<file path="config.mk">
export PLATFORM = sky130hd
export DESIGN_NAME = pipe_ctrl
export DESIGN_NICKNAME = d
export VERILOG_FILES = /design/src/rtl/pipe_ctrl_pkg.sv /design/src/rtl/pipe_ctrl_sat_cnt32.sv /design/src/rtl/pipe_ctrl.sv
export SDC_FILE = /design/constraint.sdc
export NUM_CORES = 1
export LEC_CHECK = 0
export ABC_CLOCK_PERIOD_IN_PS = 5700
export CAP_MARGIN = 30
export CORE_MARGIN = 8
export CORE_UTILIZATION = 48
export DETAILED_ROUTE_END_ITERATION = 10
export GPL_ROUTABILITY_DRIVEN = 0
export GPL_TIMING_DRIVEN = 1
export PLACE_DENSITY = 0.87
export SYNTH_ARGS = -nofsm -noshare
export SYNTH_HDL_FRONTEND = slang
export SYNTH_SLANG_ARGS = --single-unit
</file>
<file path="constraint.sdc">
create_clock -name sys_clk -period 5.7 [get_ports sys_clk]
set_input_delay 0.57 -clock sys_clk [delete_from_list [all_inputs] [get_ports sys_clk]]
set_output_delay 0.57 -clock sys_clk [all_outputs]
set_load 0.03 [all_outputs]
</file>
<file path="src/rtl/pipe_ctrl_pkg.sv">
// Shared definitions for the pipeline hazard/stall controller: FSM encoding,
// timeout default and the NOP instruction word used by flushed stages.
package pipe_ctrl_pkg;

  typedef enum logic [1:0] {
    ST_RUN       = 2'd0,
    ST_MD_WAIT   = 2'd1,
    ST_BUS_DRAIN = 2'd2,
    ST_BUS_GRANT = 2'd3
  } state_t;

  localparam int          MD_TIMEOUT_DEF = 64;
  localparam int          TO_CNT_W       = 8;
  localparam logic [31:0] INST_NOP       = 32'h0000_0013;

endpackage

</file>
<file path="src/rtl/pipe_ctrl_sat_cnt32.sv">
// 32-bit saturating event counter with synchronous clear (clear beats increment).
module sat_cnt32 (
  input  logic        clk,
  input  logic        rst,
  input  logic        inc,
  input  logic        clr,
  output logic [31:0] value
);

  always_ff @(posedge clk or posedge rst) begin
    if (rst) begin
      value <= 32'd0;
    end else if (clr) begin
      value <= 32'd0;
    end else if (inc && (value != 32'hFFFF_FFFF)) begin
      value <= value + 32'd1;
    end
  end

endmodule

</file>
<file path="src/rtl/pipe_ctrl.sv">
// Pipeline control: jump flushes, multi-cycle op stalls with timeout, and
// quiesce/grant handshake for an external bus master.
module pipe_ctrl
  import pipe_ctrl_pkg::*;
#(
  parameter int MD_TIMEOUT = MD_TIMEOUT_DEF
) (
  input  logic        sys_clk,
  input  logic        sys_rst,
  input  logic        jump_en_i,
  input  logic [31:0] jump_addr_i,
  input  logic        md_start_i,
  input  logic        md_done_i,
  input  logic        bus_req_i,
  input  logic        cnt_clr_i,
  output logic        jump_en_o,
  output logic [31:0] jump_addr_o,
  output logic        pc_hold_o,
  output logic        if_id_hold_o,
  output logic        if_id_flush_o,
  output logic        id_ex_flush_o,
  output logic        bus_gnt_o,
  output logic        md_err_o,
  output logic [31:0] stall_cnt_o,
  output state_t      state_o
);

  state_t                state_q, state_d;
  logic [TO_CNT_W-1:0]   md_cnt_q, md_cnt_d;
  logic                  stall;

  assign jump_addr_o  = jump_addr_i;
  assign pc_hold_o    = stall;
  assign if_id_hold_o = stall;
  assign state_o      = state_q;

  always_comb begin
    state_d       = state_q;
    md_cnt_d      = md_cnt_q;
    stall         = 1'b0;
    jump_en_o     = 1'b0;
    if_id_flush_o = 1'b0;
    id_ex_flush_o = 1'b0;
    md_err_o      = 1'b0;
    case (state_q)
      ST_RUN: begin
        if (jump_en_i) begin
          jump_en_o     = 1'b1;
          if_id_flush_o = 1'b1;
          id_ex_flush_o = 1'b1;
        end else if (md_start_i) begin
          stall    = 1'b1;
          md_cnt_d = '0;
          state_d  = ST_MD_WAIT;
        end else if (bus_req_i) begin
          stall   = 1'b1;
          state_d = ST_BUS_DRAIN;
        end
      end
      ST_MD_WAIT: begin
        md_cnt_d = md_cnt_q + 1'b1;
        // A completing op wins over a coincident timeout.
        if (md_done_i) begin
          stall   = bus_req_i;
          state_d = bus_req_i ? ST_BUS_GRANT : ST_RUN;
        end else if (md_cnt_q == TO_CNT_W'(MD_TIMEOUT - 1)) begin
          md_err_o = 1'b1;
          state_d  = ST_RUN;
        end else begin
          stall = 1'b1;
        end
      end
      ST_BUS_DRAIN: begin
        stall   = bus_req_i;
        state_d = bus_req_i ? ST_BUS_GRANT : ST_RUN;
      end
      ST_BUS_GRANT: begin
        stall = 1'b1;
        if (!bus_req_i) state_d = ST_RUN;
      end
      default: state_d = ST_RUN;
    endcase
    if (stall) id_ex_flush_o = 1'b1;
  end

  always_ff @(posedge sys_clk or posedge sys_rst) begin
    if (sys_rst) begin
      state_q   <= ST_RUN;
      md_cnt_q  <= '0;
      bus_gnt_o <= 1'b0;
    end else begin
      state_q   <= state_d;
      md_cnt_q  <= md_cnt_d;
      bus_gnt_o <= (state_d == ST_BUS_GRANT);
    end
  end

  sat_cnt32 u_stall_cnt (
    .clk   (sys_clk),
    .rst   (sys_rst),
    .inc   (stall),
    .clr   (cnt_clr_i),
    .value (stall_cnt_o)
  );

endmodule
</file>
==> qor.txt <==
Status = complete, no violations
Postcts setup bufs = 0
EDFF count, synth = 0
Seq cells post-synth = 43
Yosys Warn Count = 0
Drt first pass iters = 5
Via count = 2496
MaxCap Viol Count = 0
Yosys cell types = 48
Avg Cell Area, Syn = 9.043 um2
Vias/cell = 6.178
Fin crit share = 64.29%
Syn Inst Count = 321
NumNets Final = 369
Die area = 8792 um2
Area Overhead vs Synth = 10.69%
CTS sink count = 43
Reg-to-reg startpoint = u_stall_cnt.value[0]
Antenna diodes = 0
Root buf cell = clkbuf_8
Post-Route Setup TNS = 0 ns
FFs w/ async S/R, synth = 100.0%
Max Transition Viols Final = 0
Logic pwr share = 28.4%
CTS tree = done
# rows = 28
HP Start = md_cnt_q[0]
Initial antenna violation count = 0
Hold Vio Cnt, Final = 0
Die X = 93.77 um
Grt ovf = 0
Skew final = 0.006219 ns
Max Freq = 272.9 MHz
Largest net degree at the start of global routing = 44
Leak pwr = 0.001213 uW
Worst r2r path cells = 7
Setup slack, reg-to-reg = 3.03 ns
Drt drc = 0
Vias in the first global route = 2264
Layout cells sized above 1 = 7.903%
Synthesized Nets = 362
Post-CTS Hold Buffers = 0
Maximum fanout along the worst path = 43
Hold Path Class = reg -> reg
Design Power = 778.8 uW
Slew margin rel. = 45.04%
CTS max path bufs = 2
Setup crit end kind = output pin
Crit Path Category = in -> out
Final min period = 3.665 ns
Clock network power share = 25.2%
Final setup violation count = 0
Antenna-violating nets left = 0
Post-DP HPWL = 4.962 mm
Hold path cells = 1
Sw Share = 35.91%
Sequential power share = 46.4%
Main synth FF type = dfrtp_1
P_sw = 279.7 uW
First-pass GRT wire length = 11.14 mm
DR iter-0 viols = 203
Post-Synthesis Cell Area = 2903 um2
Inserted Clock Buffers = 5
Post-CTS sizing = 0
Worst skew pair latency = 0.30 ns
RSZ-0062 raised after global routing = no
Ports = 112
Max VDD drop = 173.7 uV
Min-Delay Endpoint = md_cnt_q[0]
Crit path DAT = 3.09 ns
CP Launch Type = primary input
Buffers on Ports = 47
Clock-pin slew on the worst setup and hold paths = 0.09 ns
CTS H-Tree Depth = 2
GRT Total Usage = 15.39%
Routed len/inst = 17.23 um
WHS = 0.5231 ns
Pint = 499.1 uW
Worst r2r dst = u_stall_cnt.value[15]
Post-Route WL = 6.960 mm
Worst Path Required = 5.13 ns
Die Height = 93.77 um
PwrDens = 242.4 nW/um2
Core area = 5886 um2
Fin util = 54.59%
Worst-Margin Slew = 0.8169 ns
Critical Path Source = md_done_i
Starting density of the core = 49.32%
Seq/Total Area, Yosys = 37.07%
[routing by layer]
metal / vias up / wire (um) / part of all wire [%] / track usage [%]
li1: 1170 / - / - / -
met5: - / 0 / 0 / 0
met3: 14 / 707 / 10 / 4.796
met1: 1190 / 2905 / 42 / 18.66
met4: 0 / 125 / 1.8 / 6.605
met2: 122 / 3222 / 46 / 24.56
[synthesized netlist by cell type (2+ instances only)]
master | instances | area share (%)
a2111oi_1 | 2 | 0.69
a21bo_2 | 2 | 0.69
a21oi_1 | 23 | 4.0
and3_1 | 7 | 1.5
and4_1 | 4 | 1.2
buf_2 | 2 | 0.34
buf_4 | 34 | 8.8
buf_6 | 7 | 2.7
clkbuf_1 | 8 | 1.0
dfrtp_1 | 43 | 37
ha_1 | 2 | 0.86
inv_1 | 9 | 1.2
mux2_1 | 6 | 2.3
mux2_2 | 4 | 1.6
nand2_1 | 12 | 1.6
nand2b_1 | 2 | 0.43
nand3_1 | 20 | 3.4
nand3b_1 | 2 | 0.52
nand4_1 | 16 | 3.4
nor2_1 | 26 | 3.4
nor2b_1 | 9 | 1.9
nor3_1 | 2 | 0.34
nor4_1 | 12 | 2.6
nor4b_1 | 2 | 0.60
o21ai_0 | 2 | 0.34
o21ai_1 | 2 | 0.34
o22ai_1 | 2 | 0.43
o31ai_1 | 15 | 3.9
or3_1 | 3 | 0.65
or4_1 | 17 | 4.4
xnor2_1 | 5 | 1.5
xor2_1 | 3 | 0.91
[area by class of cell]
cell class	count	area, um2
clock buffers	5	68.82
clock inverters	3	20.02
fillers	529	2673
inverters	9	33.78
multi-input cells	217	1415
flip-flops and latches	43	1076
well taps	75	93.84
repair buffers	52	505.5
[state kept, by name, indices dropped and copies added, names as in the netlist]
register           flops
u_stall_cnt.value     32
md_cnt_q               8
state_o                2
bus_gnt_o              1
[critical path: stages]
cell             delay, ns
clkdlybuf4s50_1       0.47
nor4b_1               0.48
a221o_1               0.34
and2_1                0.16
buf_4                 0.35
inv_1                 0.10
clkdlybuf4s50_1       0.61
[worst max-delay path by stage]
stage	end	slack [ns]	cells past startpoint
2_1_floorplan	pc_hold_o	2.94	9
3_3_place_gp	if_id_hold_o	2.22	7
3_5_place_dp	if_id_hold_o	2.10	7
4_1_cts	if_id_hold_o	2.08	7
5_1_grt	if_id_hold_o	1.90	7
6_report	if_id_hold_o	2.04	7
[power by group through the flow]
stage / clock [uW] / combinational [uW] / sequential, uW
detailed placement: 0 / 222 / 367
CTS: 201 / 223 / 361
global placement: 0 / 216 / 365
floorplan: 0 / 206 / 373
global route: 210 / 240 / 366
finish: 196 / 221 / 361
[through the flow]
step,instance area (um2),instances,setup slack [ns]
final,3213,404,2.035
after global routing,3213,404,1.899
after CTS,3213,404,2.084
after detailed placement,3124,396,2.104
after global placement,3119,395,2.222
after floorplan,2903,321,2.938
[cell usage in the layout, fill, tap and decap left out, drive strengths merged, types with 7 or more instances in the layout]
cell type      count
nor2b              9
and3               7
nor4              13
or4               18
nand3             20
clkdlybuf4s50     47
mux2              10
o31ai             15
inv                9
dfrtp             43
a21oi             23
nor2              26
nand4             16
nand2             12
[cell families (layout without fill, tap and decap cells)]
family / Yosys count / count (layout) / share of synthesized area (%)
XOR/XNOR: 8 / 8 / 2.414
AND/OR/NAND/NOR: 141 / 141 / 28.75
adder cells (fa/ha/maj): 2 / 2 / 0.8619
multiplexers: 10 / 10 / 3.879
flip-flops: 43 / 43 / 37.07
AO/OA/AOI/OAI: 56 / 56 / 12.85
buffers and inverters: 61 / 69 / 14.18
No activity file was read; power rests on OpenSTA's default activity.
